### src/rtl/ptw_req_arbiter_pkg.sv
// Shared TLB/PTW sizing constants plus small helpers for the walk-request arbiter.
package ptw_req_arbiter_pkg;

  localparam int PTW_REQ_NUM = 2;
  localparam int PADDR_SIZE  = 32;
  localparam int DCACHE_BANK = 4;
  localparam int DCACHE_BITS = 32;

  // Index width that stays legal for a single requester.
  function automatic int idx_w(input int n);
    return (n > 1) ? $clog2(n) : 1;
  endfunction

  function automatic int rr_next(input int k, input int n);
    return (k + 1 >= n) ? 0 : k + 1;
  endfunction

endpackage

### src/rtl/ptw_req_arbiter_rr.sv
// Round-robin winner pick: search starts at ptr and wraps; purely combinational.
module RRArbiter
  import ptw_req_arbiter_pkg::*;
#(
  parameter int WIDTH = 2
) (
  input  logic [WIDTH-1:0]        req,
  input  logic [idx_w(WIDTH)-1:0] ptr,
  output logic [WIDTH-1:0]        grant,
  output logic [idx_w(WIDTH)-1:0] idx
);

  localparam int IW = idx_w(WIDTH);

  logic [WIDTH-1:0] rot;
  logic             found;
  int               pos;

  // rot[i] is the requester that sits i places after the pointer.
  always_comb begin
    rot   = WIDTH'({req, req} >> ptr);
    grant = '0;
    idx   = '0;
    found = 1'b0;
    pos   = 0;
    for (int i = 0; i < WIDTH; i++) begin
      if (!found && rot[i]) begin
        found = 1'b1;
        pos   = int'(ptr) + i;
        if (pos >= WIDTH) pos = pos - WIDTH;
        grant = WIDTH'(1) << pos;
        idx   = IW'(pos);
      end
    end
  end

endmodule

### src/rtl/ptw_req_arbiter.sv
// Shares one cache read port among page-table walkers, one access in flight at a time.
// req_o follows a grant by one cycle; full_i replays in place, flush abandons the access.
module ptw_req_arbiter
  import ptw_req_arbiter_pkg::*;
#(
  parameter int NUM_REQ = PTW_REQ_NUM,
  parameter int ADDR_W  = PADDR_SIZE,
  parameter int DATA_W  = DCACHE_BANK * DCACHE_BITS
) (
  input  logic                      clk,
  input  logic                      rst,
  input  logic                      flush,
  input  logic [NUM_REQ-1:0]        req_i,
  input  logic [NUM_REQ*ADDR_W-1:0] paddr_i,
  output logic [NUM_REQ-1:0]        ready_o,
  output logic [NUM_REQ-1:0]        full_o,
  output logic [NUM_REQ-1:0]        data_valid_o,
  output logic [DATA_W-1:0]         rdata_o,
  output logic                      req_o,
  output logic [ADDR_W-1:0]         paddr_o,
  input  logic                      ready_i,
  input  logic                      full_i,
  input  logic                      data_valid_i,
  input  logic [DATA_W-1:0]         rdata_i
);

  localparam int IW = idx_w(NUM_REQ);

  typedef enum logic [1:0] {IDLE, REQ, WAIT, DRAIN} state_t;

  state_t             state;
  logic [IW-1:0]      owner;
  logic [IW-1:0]      rr_ptr;
  logic [IW-1:0]      win_idx;
  logic [NUM_REQ-1:0] win_grant;
  logic [NUM_REQ-1:0] owner_oh;
  logic [ADDR_W-1:0]  win_paddr;
  logic               stale_ok;

  RRArbiter #(.WIDTH(NUM_REQ)) u_rr (
    .req   (req_i),
    .ptr   (rr_ptr),
    .grant (win_grant),
    .idx   (win_idx)
  );

  always_comb begin
    win_paddr = '0;
    for (int i = 0; i < NUM_REQ; i++) begin
      if (win_grant[i]) win_paddr = paddr_i[i*ADDR_W +: ADDR_W];
    end
  end

  always_ff @(posedge clk or posedge rst) begin
    if (rst) begin
      state   <= IDLE;
      owner   <= '0;
      rr_ptr  <= '0;
      paddr_o <= '0;
      req_o   <= 1'b0;
    end else begin
      case (state)
        IDLE: begin
          if (!flush && |win_grant) begin
            owner   <= win_idx;
            paddr_o <= win_paddr;
            rr_ptr  <= IW'(rr_next(int'(win_idx), NUM_REQ));
            req_o   <= 1'b1;
            state   <= REQ;
          end
        end
        REQ: begin
          // An accept coinciding with flush still owes the cache a response.
          if (flush) begin
            req_o <= 1'b0;
            state <= (ready_i && !full_i) ? DRAIN : IDLE;
          end else if (!full_i && ready_i) begin
            req_o <= 1'b0;
            state <= WAIT;
          end
        end
        WAIT: begin
          if (data_valid_i)  state <= IDLE;
          else if (flush)    state <= DRAIN;
        end
        DRAIN: begin
          if (data_valid_i)  state <= IDLE;
        end
        default: state <= IDLE;
      endcase
    end
  end

  assign owner_oh = NUM_REQ'(1) << owner;
  assign rdata_o  = rdata_i;

  always_comb begin
    ready_o      = '0;
    full_o       = '0;
    data_valid_o = '0;
    if (state == REQ && !flush) begin
      if (full_i)       full_o  = owner_oh;
      else if (ready_i) ready_o = owner_oh;
    end
    if (state == WAIT && data_valid_i && !flush) data_valid_o = owner_oh;
  end

  // One response may still trail an access that reset cut short.
  always_ff @(posedge clk or posedge rst) begin
    if (rst)               stale_ok <= 1'b1;
    else if (data_valid_i) stale_ok <= 1'b0;
  end

  assert property (@(posedge clk) disable iff (rst)
    (data_valid_i && (state == IDLE || state == REQ)) |-> stale_ok);

endmodule

### config.mk
export PLATFORM = sky130hd
export DESIGN_NAME = ptw_req_arbiter
export DESIGN_NICKNAME = d
export VERILOG_FILES = /design/src/rtl/ptw_req_arbiter_pkg.sv /design/src/rtl/ptw_req_arbiter_rr.sv /design/src/rtl/ptw_req_arbiter.sv
export SDC_FILE = /design/constraint.sdc
export NUM_CORES = 1
export LEC_CHECK = 0
export BUFFER_PORTS_ARGS = -buffer_cell sky130_fd_sc_hd__buf_2
export CORE_AREA = 2 2 142 144
export CTS_CLUSTER_DIAMETER = 150
export DETAILED_ROUTE_END_ITERATION = 8
export DIE_AREA = 0 0 144 146
export PLACE_DENSITY_LB_ADDON = 0.05
export SETUP_SLACK_MARGIN = 0.2
export SKIP_CTS_REPAIR_TIMING = 1
export SLEW_MARGIN = 20
export SYNTH_ARGS = -nofsm -noshare
export SYNTH_HDL_FRONTEND = slang
export SYNTH_HIERARCHICAL = 1
export SYNTH_SLANG_ARGS = --single-unit
### constraint.sdc
create_clock -name clk -period 4 [get_ports clk]
set_input_delay 0.2 -clock clk [delete_from_list [all_inputs] [get_ports clk]]
set_output_delay 0.2 -clock clk [all_outputs]
set_load 0.1 [all_outputs]
==> reports/results.tsv <==
stage	metric	value	unit
outcome	status	complete, no violations	
setup_path	worstPathMaxFanout	19	
sta	fin_skew	0.00523	ns
power	power_density	1050	nW/um^2
drt	routed_wirelength	9740	um
setup_path	start_kind	flop	
clock_tree	ctsLongestPathBuffers	2	
sta	hold_viol_final	0	
sta	final_max_slew_viol_count	0	
layout	final_cell_mix	buf_2 (110), dfrtp_1 (37), a22o_1 (30), mux2_4 (27), nor2_1 (10)	
floorplanning	die-area	21000	um^2
synth	synth_cell_types	23	
drt	remaining_drc_errors	0	
layout	postLayoutCoreUtil	15.1	%
floorplanning	std_cell_rows	51	
floorplanning	fp.dieW	144	um
synth	avgSynthCellArea	10.5	um^2
layout	diodes	0	
drt	vias	1714	
setup_path	end_kind	flop	
setup_path	rr_worst_depth	4	
clock_tree	cts_root_buf	clkbuf_16	
layout	fillers	2205	
sta	min_period_over_period	60.7	%
sta	hold_slack	0.0880	ns
floorplanning	io_pins	367	
layout	multi_input_area	923	um^2
power	peakVddDrop	0.305	mV
setup_path	crit_type	reg -> reg	
setup_path	required	4.18	ns
global_routing	grt_util_all_layers	9.01	%
setup_path	arrival	2.60	ns
power	leakagePower	1.44	nW
sta	grt_setup_unrepaired	false	
setup_path	r2r_start	rr_ptr$_DFFE_PP0P_	
clock_tree	clk_latency	0.29	ns
sta	tightest_slew	0.913	ns
sta	min_period	2.43	ns
drt	drt_iter0_markers	62	
clock_tree	clkSlewWorstSetupHoldPaths	0.06	ns
synth	ys_seq_area_share	31.7	%
drt	ant_nets	0	
setup_path	crit_start	rr_ptr$_DFFE_PP0P_	
drt	viasPerCell	3.28	
global_routing	antenna_found_initial	0	
placed_design	pre_cts_slack	1.51	ns
global_routing	grt_pass1_wl	13300	um
layout	ff_latch_area	926	um^2
sta	setup_viol	0	
floorplanning	start_util	15.1	%
global_routing	grt_start_max_net_pins	38	
job	cap_violations	0	
layout	final_common_cell	buf_2	
synth	ys_warn_count	6	
global_routing	grt_pass1_vias	1840	
layout	area_growth	0.0427	%
sta	slew_headroom	39.1	%
floorplanning	core	19300	um^2
synth	syn_nets	477	
clock_tree	clkSinkCount	37	
sta	fin_setup_tns	0	ns
setup_path	regToRegSetupSlack	1.57	ns
placed_design	hpwl	7390	um
clock_tree	cts_buffers	5	
drt	drt-wirelength-per-cell	18.7	um
layout	nNetsFinal	457	
synth	syn_inst	277	
layout	drive_gt1_share	61.1	%
clock_tree	cts_tree	done	
worst_hold_path	hold_class	in -> async	
clock_tree	h-tree-depth	2	
global_routing	overflow	0	
placed_design	place_congestion	0.662	
drt	firstDrtPassIters	4	
setup_path	r2r_end	paddr_o[18]$_DFFE_PP0P_	
placed_design	io_buffer_count	110	
synth	synthesis.area	2920	um^2
floorplanning	dieHeight	146	um
sta	max_freq	412	MHz
synth	synth-seq-cells	37	
sta	layout_setup_ws	1.57	ns
-- cells in the mapped netlist, drive strengths merged --
cell | instances | area (um^2)
a21boi | 2 | 15.0
a22o | 30 | 263
a311o | 1 | 10.0
buf | 134 | 1050
clkbuf | 6 | 22.5
dfrtp | 37 | 926
inv | 6 | 22.5
mux2 | 33 | 473
mux2i | 1 | 10.0
nand2 | 5 | 18.8
nand2b | 1 | 6.26
nand3 | 3 | 15.0
nor2 | 10 | 37.5
nor2b | 2 | 12.5
o211a | 1 | 10.0
o21ai | 3 | 15.0
o32a | 1 | 10.0
xnor2 | 1 | 8.76
-- per-stage QoR --
step,cell area (um^2),power [mW],cells
floorplan,2920,2.93,277
global placement,2780,2.67,515
detailed placement,2780,2.66,515
CTS,2920,3.12,522
global route,2920,3.20,522
finish,2920,3.06,522
-- per-layer routing --
layer | GRT usage (%) | vias up | wire [um]
met5 | 0 | - | 0
met4 | 4.75 | 0 | 355
met3 | 5.26 | 46 | 1330
met2 | 15.5 | 136 | 4900
met1 | 8.36 | 773 | 3160
li1 | - | 759 | -
-- power by group --
part / switching, mW / internal, mW / total, mW
Combinational: 1.53 / 0.440 / 1.97
Clock: 0.179 / 0.245 / 0.424
Sequential: 0.112 / 0.553 / 0.665
-- how the worst max path moves through the flow --
| stage | end | slack, ns | cells after the start |
|---|---|---|---|
| floorplan | ready_o[0] | 1.86 | 3 |
| global placement | paddr_o[15]$_DFFE_PP0P_ | 1.58 | 4 |
| detailed placement | paddr_o[16]$_DFFE_PP0P_ | 1.51 | 4 |
| CTS | paddr_o[16]$_DFFE_PP0P_ | 1.50 | 4 |
| global route | paddr_o[14]$_DFFE_PP0P_ | 1.33 | 4 |
| finish | paddr_o[18]$_DFFE_PP0P_ | 1.57 | 4 |
-- sequential cells by signal (all words and copies together), names as in the netlist --
name and flops:
owner 1, rr_ptr 1, paddr_o 32, state 2, req_o 1
-- critical path, cell delays in order (launching register included) --
cell and delay [ns]:
dfrtp_1 0.39, a21boi_0 0.43, o211a_2 0.78, buf_4 0.35, mux2_2 0.35
-- cell families (layout without fill, tap and decap cells) --
group	count (synthesis)	after routing	synth area share, %
AOI/OAI and AO/OA	38	38	11.0
xor gates and xnor gates	1	1	0.300
buffers and inverters	146	126	37.3
DFF	37	37	31.7
muxes	34	34	16.5
and+or+nand+nor	21	21	3.08
-- final cells by class --
class                   instances  area share, %
clock buffers                   6           4.75
well taps                     265           11.3
inverters                       6          0.771
repair buffers                113           19.6
clock inverters                 1          0.257
flip-flops and latches         37           31.7
multi-input cells              94           31.6
(Power assumes the default switching activity.)
